$ cat src/rtl/mrcd_pkg.sv
// Shared types and helpers for multi_rate_counter_display.
// - digit_t      : one hex/BCD digit
// - seg_glyph    : 4-bit value -> active-low {g,f,e,d,c,b,a}
// - default_div  : reset divider for channel k (CLK_HZ/(5*(k+1)) - 1)
// - scan_div     : cycles per display scan step (never below 1)
// - sel_width    : width of the channel-select bus (at least 1)
package mrcd_pkg;

  typedef logic [3:0] digit_t;

  function automatic logic [6:0] seg_glyph(input digit_t val);
    logic [6:0] g;
    g = 7'h7f;
    case (val)
      4'h0: g = 7'h40;
      4'h1: g = 7'h79;
      4'h2: g = 7'h24;
      4'h3: g = 7'h30;
      4'h4: g = 7'h19;
      4'h5: g = 7'h12;
      4'h6: g = 7'h02;
      4'h7: g = 7'h78;
      4'h8: g = 7'h00;
      4'h9: g = 7'h10;
      4'ha: g = 7'h08;
      4'hb: g = 7'h03;
      4'hc: g = 7'h46;
      4'hd: g = 7'h21;
      4'he: g = 7'h06;
      4'hf: g = 7'h0e;
      default: g = 7'h7f;
    endcase
    return g;
  endfunction

  function automatic int unsigned default_div(input int unsigned clk_hz, input int unsigned k);
    return (clk_hz / (5 * (k + 1))) - 1;
  endfunction

  function automatic int unsigned scan_div(input int unsigned clk_hz, input int unsigned scan_hz);
    int unsigned r;
    r = clk_hz / scan_hz;
    return (r == 0) ? 1 : r;
  endfunction

  function automatic int unsigned sel_width(input int unsigned n);
    return (n > 1) ? $clog2(n) : 1;
  endfunction

endpackage

$ cat src/rtl/multi_rate_counter_display_rate_channel.sv
// rate_channel: one channel of the rate counter.
// Holds a programmable divider, a prescaler counting 0..div, and a single
// hex/BCD digit that steps up or down on each tick.
// Ports:
//   clk, rst_n       - clock, internal async active-low reset
//   run              - enables the prescaler
//   zero             - synchronous clear of prescaler and digit
//   dir              - 0 = count up, 1 = count down
//   chain_sel        - 0 = step on own prescaler tick, 1 = step on chain_in
//   chain_in         - carry/borrow from the previous channel
//   wr_en, wr_val    - divider write; also clears the prescaler
//   digit            - current digit value
//   carry            - one-cycle carry (up) or borrow (down) out
module rate_channel
  import mrcd_pkg::*;
#(
  parameter int unsigned      DIV_W   = 24,
  parameter int unsigned      MODULUS = 10,
  parameter logic [DIV_W-1:0] DIV_RST = '0
) (
  input  logic             clk,
  input  logic             rst_n,
  input  logic             run,
  input  logic             zero,
  input  logic             dir,
  input  logic             chain_sel,
  input  logic             chain_in,
  input  logic             wr_en,
  input  logic [DIV_W-1:0] wr_val,
  output digit_t           digit,
  output logic             carry
);

  localparam digit_t DigitMax = digit_t'(MODULUS - 1);

  logic [DIV_W-1:0] div_q, div_d;
  logic [DIV_W-1:0] pre_q, pre_d;
  digit_t           cnt_q, cnt_d;
  logic             pre_tick;
  logic             step;

  always_comb begin
    div_d    = div_q;
    pre_d    = pre_q;
    cnt_d    = cnt_q;
    pre_tick = 1'b0;
    step     = 1'b0;
    carry    = 1'b0;
    if (zero) begin
      pre_d = '0;
      cnt_d = '0;
    end else begin
      if (wr_en) begin
        div_d = wr_val;
        pre_d = '0;
      end else if (run) begin
        if (pre_q == div_q) begin
          pre_d    = '0;
          pre_tick = 1'b1;
        end else begin
          pre_d = pre_q + DIV_W'(1);
        end
      end
      // A write to this channel swallows whatever tick lands in the same cycle.
      step = ~wr_en & (chain_sel ? chain_in : pre_tick);
      if (step) begin
        if (!dir) begin
          if (cnt_q == DigitMax) begin
            cnt_d = '0;
            carry = 1'b1;
          end else begin
            cnt_d = cnt_q + 4'd1;
          end
        end else begin
          if (cnt_q == '0) begin
            cnt_d = DigitMax;
            carry = 1'b1;
          end else begin
            cnt_d = cnt_q - 4'd1;
          end
        end
      end
    end
  end

  always_ff @(posedge clk or negedge rst_n) begin
    if (!rst_n) begin
      div_q <= DIV_RST;
      pre_q <= '0;
      cnt_q <= '0;
    end else begin
      div_q <= div_d;
      pre_q <= pre_d;
      cnt_q <= cnt_d;
    end
  end

  assign digit = cnt_q;

endmodule

$ cat src/rtl/multi_rate_counter_display.sv
// multi_rate_counter_display: N independent rate counters shown on a
// multiplexed common-anode seven-segment display, all on one clock.
// Ports:
//   clk      - system clock
//   clr      - async active-low clear (release synchronised internally)
//   run      - lets prescalers/counters advance
//   zero     - synchronous clear of all counts and prescalers
//   dir      - per-channel direction, 1 = down
//   div_we/div_sel/div_val - divider write port
//   count    - all digits, channel k at [4k+3:4k]
//   anode    - active-low digit select, bit 0 rightmost
//   cathode  - active-low {dp,g,f,e,d,c,b,a}
// Build option: define MRCD_CASCADE_EN to chain the channels into one
// NUM_DIGITS-digit counter driven by channel 0's prescaler.
module multi_rate_counter_display
  import mrcd_pkg::*;
#(
  parameter int unsigned  CLK_HZ     = 5_000_000,
  parameter int unsigned  SCAN_HZ    = 1000,
  parameter int unsigned  NUM_DIGITS = 4,
  parameter int unsigned  DIV_W      = 24,
  parameter int unsigned  MODULUS    = 10,
  localparam int unsigned SEL_W      = sel_width(NUM_DIGITS)
) (
  input  logic                    clk,
  input  logic                    clr,
  input  logic                    run,
  input  logic                    zero,
  input  logic [NUM_DIGITS-1:0]   dir,
  input  logic                    div_we,
  input  logic [SEL_W-1:0]        div_sel,
  input  logic [DIV_W-1:0]        div_val,
  output logic [4*NUM_DIGITS-1:0] count,
  output logic [NUM_DIGITS-1:0]   anode,
  output logic [7:0]              cathode
);

  localparam int unsigned SCAN_DIV = scan_div(CLK_HZ, SCAN_HZ);
  localparam int unsigned SCAN_W   = (SCAN_DIV > 1) ? $clog2(SCAN_DIV) : 1;

  // Assert asynchronously, release two clocks after clr rises.
  logic [1:0] rst_sync_q;
  logic       rst_n;

  always_ff @(posedge clk or negedge clr) begin
    if (!clr) begin
      rst_sync_q <= 2'b00;
    end else begin
      rst_sync_q <= {rst_sync_q[0], 1'b1};
    end
  end

  assign rst_n = rst_sync_q[1];

  for (genvar k = 0; k < NUM_DIGITS; k++) begin : g_ch
    logic   wr_k;
    logic   chain_k;
    logic   carry_k;
    digit_t digit_k;

    // Selects at or above NUM_DIGITS match no channel and are dropped.
    assign wr_k = div_we && (div_sel == SEL_W'(k));

`ifdef MRCD_CASCADE_EN
    localparam logic ChainSel = (k != 0);
    if (k == 0) begin : g_head
      assign chain_k = 1'b0;
    end else begin : g_link
      assign chain_k = g_ch[k-1].carry_k;
    end
`else
    localparam logic ChainSel = 1'b0;
    logic carry_unused;
    assign chain_k      = 1'b0;
    assign carry_unused = carry_k;
`endif

    rate_channel #(
      .DIV_W   (DIV_W),
      .MODULUS (MODULUS),
      .DIV_RST (DIV_W'(default_div(CLK_HZ, k)))
    ) u_ch (
      .clk       (clk),
      .rst_n     (rst_n),
      .run       (run),
      .zero      (zero),
      .dir       (dir[k]),
      .chain_sel (ChainSel),
      .chain_in  (chain_k),
      .wr_en     (wr_k),
      .wr_val    (div_val),
      .digit     (digit_k),
      .carry     (carry_k)
    );

    assign count[4*k +: 4] = digit_k;
  end

  // Display scan: free-running, independent of run.
  logic [SCAN_W-1:0]     scan_pre_q, scan_pre_d;
  logic [SEL_W-1:0]      idx_q, idx_d;
  logic [NUM_DIGITS-1:0] anode_q, anode_d;
  logic [7:0]            cathode_q, cathode_d;
  logic                  scan_tick;
  digit_t                cur_digit;

  always_comb begin
    scan_tick  = (scan_pre_q == SCAN_W'(SCAN_DIV - 1));
    scan_pre_d = scan_tick ? '0 : scan_pre_q + SCAN_W'(1);
    idx_d      = idx_q;
    anode_d    = anode_q;
    cathode_d  = cathode_q;
    cur_digit  = count[{idx_q, 2'b00} +: 4];
    // Light the current index with pre-edge count, then move to the next one.
    if (scan_tick) begin
      anode_d   = ~(NUM_DIGITS'(1) << idx_q);
      cathode_d = {~dir[idx_q], seg_glyph(cur_digit)};
      idx_d     = (idx_q == SEL_W'(NUM_DIGITS - 1)) ? '0 : idx_q + SEL_W'(1);
    end
  end

  always_ff @(posedge clk or negedge rst_n) begin
    if (!rst_n) begin
      scan_pre_q <= '0;
      idx_q      <= '0;
      anode_q    <= '1;
      cathode_q  <= 8'hff;
    end else begin
      scan_pre_q <= scan_pre_d;
      idx_q      <= idx_d;
      anode_q    <= anode_d;
      cathode_q  <= cathode_d;
    end
  end

  assign anode   = anode_q;
  assign cathode = cathode_q;

endmodule

$ cat config.mk
export PLATFORM = sky130hd
export DESIGN_NAME = multi_rate_counter_display
export DESIGN_NICKNAME = d
export VERILOG_FILES = /design/src/rtl/mrcd_pkg.sv /design/src/rtl/multi_rate_counter_display_rate_channel.sv /design/src/rtl/multi_rate_counter_display.sv
export SDC_FILE = /design/constraint.sdc
export NUM_CORES = 1
export LEC_CHECK = 0
export ABC_AREA = 1
export CAP_MARGIN = 15
export CELL_PAD_IN_SITES_DETAIL_PLACEMENT = 0
export CELL_PAD_IN_SITES_GLOBAL_PLACEMENT = 2
export CORE_MARGIN = 3
export CORE_UTILIZATION = 35
export CTS_CLUSTER_SIZE = 24
export DETAILED_ROUTE_END_ITERATION = 10
export PLACE_DENSITY_LB_ADDON = 0.12
export SYNTH_ARGS = -nofsm -noshare
export SYNTH_HDL_FRONTEND = slang
export SYNTH_SLANG_ARGS = --single-unit
$ cat constraint.sdc
create_clock -name clk -period 8.4 [get_ports clk]
set_input_delay 2.1 -clock clk [delete_from_list [all_inputs] [get_ports clk]]
set_output_delay 2.1 -clock clk [all_outputs]
set_load 0.02 [all_outputs]
# Yosys cells after proc, flatten, opt, wreduce, memory -nomap -nowiden
# Memories as Yosys holds them, arrays and structs flattened. A register that Yosys moved wholly into a read port is not among the register bits.
# Index checks and enable logic that the tools add are counted.
# classes
add_sub_neg	14
mul	0
div	0
magnitude_cmp	1
n_eq_ne	13
shifts	2
muxes	56
bitwise	11
n_reduce_logical	22
# op_table
op	count
two-way mux 24 bit	16
adder 24 x 1 -> 24 bit (second input constant)	4
== test 24 bit	4
two-way mux 4 bit	20
two-way mux 1 bit	17
adder 4 x 1 -> 4 bit (second input constant)	4
== test 4 bit (second input constant)	4
logical NOT 4 bit	4
indexed part select 16 x 5 -> 4 bit	1
subtractor 4 x 1 -> 4 bit (second input constant)	4
adder 13 x 1 -> 13 bit (second input constant)	1
== test 13 bit (second input constant)	1
two-way mux 13 bit	1
nonzero test 3 bit	4
AND reduction 2 bit	4
nonzero test 2 bit	4
== test 2 bit (second input constant)	3
inverter 1 bit	6
bitwise AND 1 bit	4
logical AND 1 bit	4
inverter 4 bit	1
left shift 1 x 2 -> 4 bit (first input constant)	1
< comparator 2 x 3 -> 1 bit (second input constant)	1
adder 2 x 1 -> 2 bit (second input constant)	1
other kinds (5)	5
# totals
regBits	237
latch_bits	0
ramBits	0
rom_bits	112
inputBits	35
output_inout_bits	28
mem_count	1
# mem_list
name	words	word_bits	rd	rd_ports_with_merged_regs	wr	line	source
(name not given)	16	7	1	1	0	mrcd_pkg.sv:14	case (val)

# Depth between registers and ports, before layout
# depth
depth_word	8
mapped_depth	13
ltp_nobuf	12

# By module
# Synthesis repeated with hierarchy kept, for this count alone.
# unflattened
cells_unflattened	1791
hier_area_um2	14486.4
# by_module_without_submodules
module	n_inst	cells_each	area_each_um2	seq_area_each_um2
rate_channel at g_ch[3].u_ch	1	384	3183.1	1313.8
rate_channel at g_ch[1].u_ch	1	385	3163.0	1315.0
rate_channel at g_ch[2].u_ch	1	385	3158.0	1310.0
rate_channel at g_ch[0].u_ch	1	376	3085.5	1316.3
multi_rate_counter_display	1	261	1896.8	740.7

# Worst setup path before layout
# OpenSTA, ideal clock, no wires.
# synth_timing
path_kind	input to register
start	in div_we
end	reg g_ch[2].u_ch.pre_q[23]
setup_ns	0.114
arrival_ns	2.946
t_required_ns	8.286
slack_ns	5.340
cell_stages	11
path_cell_list	inv_1 -> nor2_2 -> nand2_2 -> nand2_2 -> nand3_2 -> nor2_1 -> nand2_1 -> nor2_1 -> nand2_1 -> nand2_1 -> nor2_1
# synth_via
elab_chain_len	3
word_cells_on_any_way	4
classes_between	2 x mux; 2 x reduce/logical
# synth_lines
item	line	source
start, declared	multi_rate_counter_display.sv:30	input logic div_we,
logical AND 1 bit (*)	multi_rate_counter_display.sv:62	assign wr_k = div_we && (div_sel == SEL_W'(k));
two-way mux 24 bit	multi_rate_counter_display_rate_channel.sv:53	if (wr_en) begin
two-way mux 24 bit	multi_rate_counter_display_rate_channel.sv:49	if (zero) begin
end signal, assigned	multi_rate_counter_display_rate_channel.sv:93	pre_q <= pre_d;
end, declared	multi_rate_counter_display_rate_channel.sv:37	logic [DIV_W-1:0] pre_q, pre_d;
# Every way passes the cells marked *; elsewhere a longest branch is shown, timed or not.
# A chain may end at the register's enable or synchronous reset.

# Worst setup path in the final report
# layout_timing
start	in zero
end	reg g_ch[3].u_ch.div_q[23]
# layout_via
elab_chain_len	2
# layout_lines
item	line	source
start, declared	multi_rate_counter_display.sv:28	input logic zero,
inverter 1 bit (no line)	n/a	
AND reduction 2 bit (no line)	n/a	
end signal, assigned	multi_rate_counter_display_rate_channel.sv:92	div_q <= div_d;
end, declared	multi_rate_counter_display_rate_channel.sv:36	logic [DIV_W-1:0] div_q, div_d;
# Every way passes these cells.

==> flow_summary.json <==
{
  "status": "finished clean",
  "rrSetupSlack_ns": 6.11,
  "seq_power_share": 0.440,
  "skew_ns": 0.00954,
  "pre_cts_ws_ns": 3.44,
  "crit_path_end_kind": "flip-flop",
  "synth_top_area_frac": 0.335,
  "wirelength_mm": 41.2,
  "wl_met3_mm": 1.89,
  "swShare": 0.274,
  "root_buffer": "clkbuf_16",
  "ys_warn_count": 0,
  "htree_levels": 1,
  "crit_path_start_kind": "input pin",
  "initial_core_util": 0.355,
  "synth_fp_nets": 2031,
  "ys_async_sr_fraction": 1.00,
  "internal-power_uw": 2220,
  "portBuffers": 62,
  "rows": 72,
  "cellPowerDensity_nw_per_um2": 191,
  "grt_pass1_wl_mm": 66.0,
  "drt-met1-wl_mm": 20.1,
  "rr_worst_depth": 9,
  "via_count": 12200,
  "area_delta_synth_final_pct": 16.0,
  "hold_path_class": "flip-flop to asynchronous set/reset pin",
  "ir_drop_uv": 144,
  "power_frac_comb": 0.117,
  "dp_cells": 2532,
  "die_w_um": 205,
  "r2r-end": "g_ch[3].u_ch.pre_q[3]",
  "grt-ovfl-total": 0,
  "drive_above_1_share": 0.0806,
  "stdcell_count": 2595,
  "cts_buffers": 31,
  "power_frac_clock": 0.443,
  "die_h_um": 205,
  "syn_avg_cell_area_um2": 6.97,
  "synth_edf_count": 0,
  "wl_per_cell_um": 15.9,
  "ys_seq_area_frac": 0.434,
  "setup_tns_ns": 0,
  "antenna_found_initial": 7,
  "maxSlewHeadroom": 0.382,
  "design.die.area_um2": 41800,
  "cts_tree": "built",
  "clk_pin_slew_ns": 0.06,
  "post_cts_buffers": 0,
  "cp.arrival_ns": 4.77,
  "worst-setup-path-type": "input pin to flip-flop",
  "ctsResizeCount": 0,
  "p_leak_uw": 0.00784,
  "fin_ws_ns": 4.06,
  "ys.flop_type": "dfrtp_1",
  "netlist-cell-type-count": 42,
  "maxClockFrequency_mhz": 230,
  "worstReg2RegStart": "g_ch[3].u_ch.div_q[0]",
  "rsz0062_at_grt": "false",
  "crit_fanout": 36,
  "met2WireLength_mm": 18.4,
  "first_pass_iters": 5,
  "final-setup-viol-count": 0,
  "first_global_vias": 11700,
  "max_cap_violations": 0,
  "cts_hold_buffers": 0,
  "critPathRequiredTime_ns": 8.83,
  "netlist_area_um2": 13800,
  "slew_violations": 0,
  "avgViaCountPerCell": 4.69,
  "ant_nets": 0,
  "drc": 0,
  "place.gp.congestion": 0.832,
  "clock-sinks": 237,
  "core_um2": 38800,
  "cts_buffer_depth": 3,
  "syn_inst": 1981,
  "first_iter_violations": 764,
  "period_minus_slack_ns": 4.34,
  "fin_crit_sh": 0.517,
  "routed.top_layer": "met5",
  "synth_top_cell_by_area": "dfrtp_1",
  "dp_hpwl_mm": 29.7,
  "grt_max_degree": 137,
  "clkLatencyLatePin_ns": 0.57,
  "yosys_register_bits": 237,
  "hold_viol": 0,
  "worst_pin_slew_ns": 0.925,
  "grt_usage": 0.199,
  "power_switching_uw": 838,
  "ys_top_cells_by_area": "dfrtp_1, nand2_1, dfstp_2",
  "pin_count": 63,
  "fin_nets": 2097
}
==> Yosys cell counts, drive strengths merged (3+ instances only) <==
| cell | n |
|---|---|
| ha | 15 |
| buf | 22 |
| nor2 | 246 |
| or2 | 3 |
| inv | 309 |
| nand2 | 676 |
| xnor2 | 5 |
| o21ai | 161 |
| o22ai | 16 |
| a2bb2oi | 4 |
| clkbuf | 13 |
| o31ai | 3 |
| xor2 | 62 |
| nor3 | 32 |
| dfstp | 52 |
| a22oi | 3 |
| dfrtp | 185 |
| nand4 | 30 |
| a21oi | 26 |
| o211ai | 6 |
| nor4 | 5 |
| nand3 | 96 |
==> cell families (layout without fill, tap and decap cells) <==
group	count (synthesis)	after routing	share of synthesized area
xor+xnor	67	67	0.0425
fa+ha+maj	15	15	0.0136
simple gates	1092	1092	0.324
compound gates	223	223	0.0873
flops	237	237	0.434
other cells	1	6	0.000272
buf+inv	346	437	0.0975
==> stage by stage <==
step,total power (uW),utilization,instance area [um2],hold slack [ns]
3_3_place_gp,1720,0.385,15000,0.332
5_1_grt,3220,0.412,16000,0.358
6_report,3050,0.412,16000,0.303
4_1_cts,3110,0.412,16000,0.341
2_1_floorplan,1600,-,13800,0.331
3_5_place_dp,1730,0.385,15000,0.335
==> worst max-delay path, stage by stage <==
cell             delay (ns)
clkdlybuf4s50_1        0.61
inv_2                  0.57
nand4_1                0.81
buf_4                  0.51
nand2_1                0.08
o21ai_0                0.07
==> how the worst max path moves through the flow <==
stage | start | endpoint | slack, ns | cells after the start
finish | zero | g_ch[3].u_ch.div_q[23] | 4.06 | 6
global route | zero | g_ch[3].u_ch.div_q[9] | 3.74 | 6
CTS | zero | g_ch[3].u_ch.div_q[9] | 4.06 | 6
detailed placement | zero | g_ch[3].u_ch.div_q[23] | 3.44 | 6
global placement | zero | g_ch[3].u_ch.div_q[23] | 3.56 | 6
floorplan | rst_sync_q[1] | g_ch[0].u_ch.digit[0] | 1.40 | 0
==> area by class of cell <==
class | count | area [um2]
fillers | 4094 | 22800
multi-input cells | 1398 | 6460
flip-flops and latches | 237 | 6000
inverters | 311 | 1170
clock buffers | 48 | 940
repair buffers | 68 | 678
well taps | 518 | 648
clock inverters | 10 | 104
diodes | 5 | 12.5
==> sequential cells by signal, indices dropped and copies added (netlist names) <==
signal / flops
anode: 4
cathode: 8
g_ch.u_ch.digit: 16
g_ch.u_ch.div_q: 96
g_ch.u_ch.pre_q: 96
idx_q: 2
rst_sync_q: 2
scan_pre_q: 13
==> power groups by stage <==
stage | registers [uW] | logic [uW] | clock network (uW)
2_1_floorplan | 1350 | 248 | 0
3_3_place_gp | 1360 | 357 | 0
3_5_place_dp | 1360 | 362 | 0
4_1_cts | 1350 | 364 | 1400
5_1_grt | 1360 | 419 | 1440
6_report | 1340 | 356 | 1350
==> cell usage in the layout (no fill, tap or decap), types with 15 or more instances in the layout <==
master / count
xor2_1: 62
nand4_1: 29
inv_2: 21
nand3_1: 91
nor2_1: 233
a21oi_1: 26
clkdlybuf4s50_1: 62
ha_1: 15
nor3_1: 31
inv_1: 288
clkbuf_16: 31
nand2_1: 666
dfstp_2: 52
dfrtp_1: 184
o22ai_1: 16
o21ai_0: 153
==> layer usage <==
metal  vias to the layer above  global-route usage
met5                         -                   0
met2                       229               0.320
met3                        49              0.0278
li1                       6275                   -
met4                         2              0.0479
met1                      5621               0.286
No activity file was read; power rests on OpenSTA's default activity.
